## src/rtl/lsu_access_ctrl.sv

```systemverilog
`default_nettype none
// ============================================================================
// Module      : lsu_access_ctrl
// Description : Load/store access controller between the MEM stage and the
//               data memory port. LSU_MISALIGN_SPLIT_EN enables two-beat
//               execution of misaligned accesses.
// Revision    : 1.0 - initial release
// ============================================================================
module lsu_access_ctrl (
    input  logic        clk,
    input  logic        reset_n,
    input  logic        req_valid,
    output logic        req_ready,
    input  logic        req_we,
    input  logic [2:0]  req_sel,
    input  logic [31:0] req_addr,
    input  logic [31:0] req_wdata,
    output logic        mem_req,
    output logic        mem_we,
    output logic [31:0] mem_addr,
    output logic [3:0]  mem_be,
    output logic [31:0] mem_wdata,
    input  logic        mem_gnt,
    input  logic        mem_rvalid,
    input  logic [31:0] mem_rdata,
    output logic        resp_valid,
    output logic        resp_err,
    output logic [31:0] resp_rdata
);

`ifdef LSU_MISALIGN_SPLIT_EN
    localparam logic SPLIT_EN = 1'b1;
`else
    localparam logic SPLIT_EN = 1'b0;
`endif

    localparam logic [2:0] S_IDLE  = 3'd0;
    localparam logic [2:0] S_REQ0  = 3'd1;
    localparam logic [2:0] S_WAIT0 = 3'd2;
    localparam logic [2:0] S_REQ1  = 3'd3;
    localparam logic [2:0] S_WAIT1 = 3'd4;
    localparam logic [2:0] S_RESP  = 3'd5;

    localparam logic [2:0] SEL_BS = 3'b001;
    localparam logic [2:0] SEL_HS = 3'b010;
    localparam logic [2:0] SEL_W  = 3'b011;
    localparam logic [2:0] SEL_BU = 3'b100;
    localparam logic [2:0] SEL_HU = 3'b101;

    logic [2:0]  state, state_nxt;
    logic        lat_we, lat_err, lat_split;
    logic [2:0]  lat_sel;
    logic [31:0] lat_addr, lat_wdata, rdata0, rdata1;

    logic        sel_bad, store_bad, misal, req_illegal;
    logic [7:0]  be_base, be_all;
    logic [63:0] wd_all;
    logic [31:0] ld_x, ld_ext, word_addr;

    // Request classification only feeds the latch, never the memory port.
    always_comb begin
        sel_bad   = (req_sel == 3'b000) || (req_sel == 3'b110) || (req_sel == 3'b111);
        store_bad = req_we && ((req_sel == SEL_BU) || (req_sel == SEL_HU));
        case (req_sel)
            SEL_HS, SEL_HU: misal = (req_addr[1:0] == 2'd3);
            SEL_W:          misal = (req_addr[1:0] != 2'd0);
            default:        misal = 1'b0;
        endcase
        req_illegal = sel_bad || store_bad || (misal && !SPLIT_EN);
    end

    always_ff @(posedge clk or negedge reset_n) begin
        if (!reset_n) begin
            state <= S_IDLE;
        end else begin
            state <= state_nxt;
        end
    end

    always_comb begin
        state_nxt = state;
        case (state)
            S_IDLE:  if (req_valid) state_nxt = req_illegal ? S_RESP : S_REQ0;
            S_REQ0:  if (mem_gnt) state_nxt = S_WAIT0;
            S_WAIT0: if (mem_rvalid) state_nxt = lat_split ? S_REQ1 : S_RESP;
            S_REQ1:  if (mem_gnt) state_nxt = S_WAIT1;
            S_WAIT1: if (mem_rvalid) state_nxt = S_RESP;
            S_RESP:  state_nxt = S_IDLE;
            default: state_nxt = S_IDLE;
        endcase
    end

    always_ff @(posedge clk or negedge reset_n) begin
        if (!reset_n) begin
            lat_we    <= 1'b0;
            lat_err   <= 1'b0;
            lat_split <= 1'b0;
            lat_sel   <= 3'd0;
            lat_addr  <= 32'd0;
            lat_wdata <= 32'd0;
            rdata0    <= 32'd0;
            rdata1    <= 32'd0;
        end else begin
            if (state == S_IDLE && req_valid) begin
                lat_we    <= req_we;
                lat_err   <= req_illegal;
                lat_split <= misal && SPLIT_EN && !req_illegal;
                lat_sel   <= req_sel;
                lat_addr  <= req_addr;
                lat_wdata <= req_wdata;
                rdata0    <= 32'd0;
                rdata1    <= 32'd0;
            end
            if (state == S_WAIT0 && mem_rvalid) rdata0 <= mem_rdata;
            if (state == S_WAIT1 && mem_rvalid) rdata1 <= mem_rdata;
        end
    end

    // Lane alignment: low halves serve the first beat, high halves the second.
    always_comb begin
        case (lat_sel)
            SEL_BS, SEL_BU: be_base = 8'h01;
            SEL_HS, SEL_HU: be_base = 8'h03;
            default:        be_base = 8'h0F;
        endcase
        be_all    = be_base << lat_addr[1:0];
        wd_all    = {32'd0, lat_wdata} << {lat_addr[1:0], 3'b000};
        ld_x      = 32'({rdata1, rdata0} >> {lat_addr[1:0], 3'b000});
        word_addr = {lat_addr[31:2], 2'b00};
        case (lat_sel)
            SEL_BS:  ld_ext = {{24{ld_x[7]}}, ld_x[7:0]};
            SEL_HS:  ld_ext = {{16{ld_x[15]}}, ld_x[15:0]};
            SEL_W:   ld_ext = ld_x;
            SEL_BU:  ld_ext = {24'd0, ld_x[7:0]};
            SEL_HU:  ld_ext = {16'd0, ld_x[15:0]};
            default: ld_ext = 32'd0;
        endcase
    end

    always_comb begin
        req_ready  = (state == S_IDLE);
        mem_req    = 1'b0;
        mem_we     = 1'b0;
        mem_addr   = 32'd0;
        mem_be     = 4'd0;
        mem_wdata  = 32'd0;
        resp_valid = 1'b0;
        resp_err   = 1'b0;
        resp_rdata = 32'd0;
        case (state)
            S_REQ0: begin
                mem_req   = 1'b1;
                mem_we    = lat_we;
                mem_addr  = word_addr;
                mem_be    = be_all[3:0];
                mem_wdata = lat_we ? wd_all[31:0] : 32'd0;
            end
            S_REQ1: begin
                mem_req   = 1'b1;
                mem_we    = lat_we;
                mem_addr  = word_addr + 32'd4;
                mem_be    = be_all[7:4];
                mem_wdata = lat_we ? wd_all[63:32] : 32'd0;
            end
            S_RESP: begin
                resp_valid = 1'b1;
                resp_err   = lat_err;
                resp_rdata = (lat_err || lat_we) ? 32'd0 : ld_ext;
            end
            default: ;
        endcase
    end

endmodule
`default_nettype wire

```

## config.mk

```make
export PLATFORM = sky130hd
export DESIGN_NAME = lsu_access_ctrl
export DESIGN_NICKNAME = d
export VERILOG_FILES = /design/src/rtl/lsu_access_ctrl.sv
export SDC_FILE = /design/constraint.sdc
export NUM_CORES = 1
export LEC_CHECK = 0
export BUFFER_PORTS_ARGS = -buffer_cell sky130_fd_sc_hd__buf_2
export CORE_MARGIN = 4
export CORE_UTILIZATION = 49
export CTS_CLUSTER_DIAMETER = 150
export DETAILED_ROUTE_END_ITERATION = 16
export GPL_ROUTABILITY_DRIVEN = 0
export PLACE_DENSITY = 0.82
export SLEW_MARGIN = 10
export SYNTH_ARGS = -nofsm -noshare
export SYNTH_HDL_FRONTEND = slang
export SYNTH_SLANG_ARGS = --single-unit
```

## constraint.sdc

```tcl
create_clock -name clk -period 2.3 [get_ports clk]
set_input_delay 0.345 -clock clk [delete_from_list [all_inputs] [get_ports clk]]
set_output_delay 0.345 -clock clk [all_outputs]
set_load 0.02 [all_outputs]
```

==> flow_summary.ini <==
[setup_path]
cp.arrival_ns = 2.44
worstSetupEndpointType = primary output
path_class = reg -> out
worst_setup_path_start_kind = flip-flop
critPathMaxFanout = 8
path_buf_inv = 2
cp.required_ns = 1.96
critPathMaxStageDelay_ns = 0.62
cpMaxStageDelayCell = or4_4
cp_top_family = simple AND/OR/NAND/NOR gates
cp_cell_sequence = nand4_4 -> or4_4 -> buf_4 -> o31ai_2 -> a21oi_4 -> buf_6

[sta]
min_period_over_period = 1.21
drv_slew = 0
tightest_slew_ns = 0.765
rsz0062_at_grt = true
worst_slack_ns = -0.483
hold_violations = 7
fin_skew_ns = 0.00879
fin_crit_ns = 2.78
fmax_ghz = 0.359
whs_ns = -0.0163
slew_headroom = 0.490
final-setup-viol-count = 84

[run_status]
outcome = finished with violations
violations = negative hold slack, negative setup slack

[clock_tree]
clock_path_buffers = 2
cts.sinks = 128
h-tree-depth = 4
clkSlewWorstSetupHoldPaths_ns = 0.07
worstSkewPairLatency_ns = 0.44
cts_buffers = 17
tritoncts = built
root_buffer = clkbuf_16

[grt]
overflow = 0
grt_antenna_before_repair = 5
grt_pass1_wl_mm = 44.4
grt_pass1_vias = 8351
grt_max_degree = 129
track_usage = 0.308

[floorplan]
rows = 46
dieArea_um2 = 18300
die_h_um = 135
core-area_um2 = 15900
die_w_um = 135
start_util = 0.501
top_level_ports = 210

[synthesis]
synthFlopType = dfrtp_1
syn_avg_cell_area_um2 = 9.60
yosysWarnings = 0
synth-async-reset-ratio = 1.00
netlist_area_um2 = 7960
ys_ff_latch = 128
syn_inst = 829
synth.yosys.seq_area_share = 0.403
ys_types = 58
synth_edf_count = 0

[pwr]
p_leak_nw = 5.33
p_per_area_nw_per_um2 = 1490
ir_worst_vdd_mv = 0.888
power_mw = 18.8

[cells_and_area]
final_util = 0.796
area_growth_pct = 59.0
fin_area_um2 = 12600
fillers = 815
finalNonFillerCells = 1338
final_common_cell = nand2_1
mostFrequentLayoutCells = 130 x nand2_1, 119 x dfrtp_1, 118 x buf_2
drive_gt1_frac = 0.596
nNetsFinal = 1213

[placement]
placedCellCount = 1249
place_hpwl_mm = 16.7
place_area_um2 = 9690
io_buffers = 207
dpl_worst_slack_ns = -0.0489

[run]
max-cap-violations = 0

[route]
first_pass_iters = 6
vias = 9075
viasPerCell = 6.78
drtAntennaViolNets = 0
wl_per_cell_um = 26.0
drtIter0Drc = 975
drc = 0
routed_wl_mm = 34.8

[hold_path]
hp-class = in -> async
-- worst paths after layout --
path | start | endpoint | slack (ns) | depth (start not counted)
max in group asynchronous | reset_n | lat_addr[0] | 1.66 | 2
worst min-delay path | reset_n | rdata0[27] | -0.02 | 2
min in group clk | mem_rdata[24] | rdata0[24] | 0.11 | 3
worst min register to register | rdata1[16] | rdata1[16] | 0.54 | 2
worst max register to register | state[1] | rdata1[6] | 0.20 | 7
worst max-delay path | lat_addr[7] | mem_addr[21] | -0.48 | 6
-- cell families (layout without fill, tap and decap cells) --
logic type	count (synthesis)	in the layout	share of synthesized area
xor+xnor	12	12	0.0132
compound gates	190	190	0.141
simple gates	287	287	0.176
buf+inv	82	371	0.0418
mux	127	127	0.222
flops	128	128	0.403
fa+ha+maj	2	2	0.00283
other cells	1	5	0.000471
-- Yosys cell counts, drive strengths merged (6+ instances only) --
| cell | n | area [um^2] |
|---|---|---|
| or4 | 12 | 95.1 |
| mux2i | 17 | 170 |
| xnor2 | 7 | 61.3 |
| nor2 | 27 | 101 |
| o2bb2ai | 9 | 78.8 |
| and2 | 9 | 56.3 |
| dfrtp | 128 | 3200 |
| a22oi | 9 | 67.6 |
| nor2b | 14 | 87.6 |
| mux2 | 78 | 878 |
| nand2 | 150 | 563 |
| clkbuf | 57 | 214 |
| nand4 | 24 | 165 |
| a21oi | 37 | 185 |
| o22ai | 10 | 62.6 |
| nand3 | 13 | 65.1 |
| and3 | 6 | 37.5 |
| inv | 7 | 26.3 |
| buf | 17 | 88.8 |
| a211oi | 9 | 72.6 |
| mux4 | 32 | 721 |
| o21ai | 93 | 465 |
| or3 | 10 | 62.6 |
| o31ai | 9 | 67.6 |
-- timing repair --
| item | 4_1_cts | 5_1_grt |
|---|---|---|
| hold buffers | 0 | 0 |
| setup endpoints to repair | 89 | 93 |
| buffers inserted | 30 | 22 |
| gates cloned | 8 | 2 |
| pin swaps | 61 | 57 |
| resized for setup | 271 | 192 |
-- state kept, by name, summed over array words and instances, names as in the netlist --
register   cells
state          3
lat_we         1
lat_wdata     32
lat_err        1
rdata0        32
lat_sel        3
lat_addr      32
rdata1        24
-- metal layers --
| metal | vias up | GRT usage | part of all wire |
|---|---|---|---|
| li1 | 3594 | - | - |
| met2 | 775 | 0.504 | 0.48 |
| met5 | - | 0 | 0.00069 |
| met3 | 283 | 0.0706 | 0.094 |
| met4 | 4 | 0.174 | 0.080 |
| met1 | 4419 | 0.377 | 0.35 |
-- per-stage QoR --
step / setup TNS (ns) / hold slack (ns)
finish: -16.99 / -0.0163
global route: -20.02 / 0.0851
CTS: -13.50 / 0.0787
detailed placement: -0.200 / 0.516
global placement: -0.0119 / 0.504
floorplan: -0.904 / 0.0494
-- area by class of cell --
class                           count  area, um^2  share of cell area
Antenna cell                        3        7.51            0.000594
Clock buffer                       17         425              0.0336
Clock inverter                     14         193              0.0152
Inverter                            8        32.5             0.00257
Multi-Input combinational cell    620        5610               0.444
Sequential cell                   128        3220               0.254
Tap cell                          216         270              0.0214
Timing Repair Buffer              332        2890               0.229
-- report_power, final --
group	leakage [nW]	switching, mW	internal, mW
sequential	1.59	1.37	3.42
clock	0.295	1.10	1.80
combinational	3.44	5.79	5.35
total	5.33	8.26	10.6
Power figures use the tool's default switching activity.
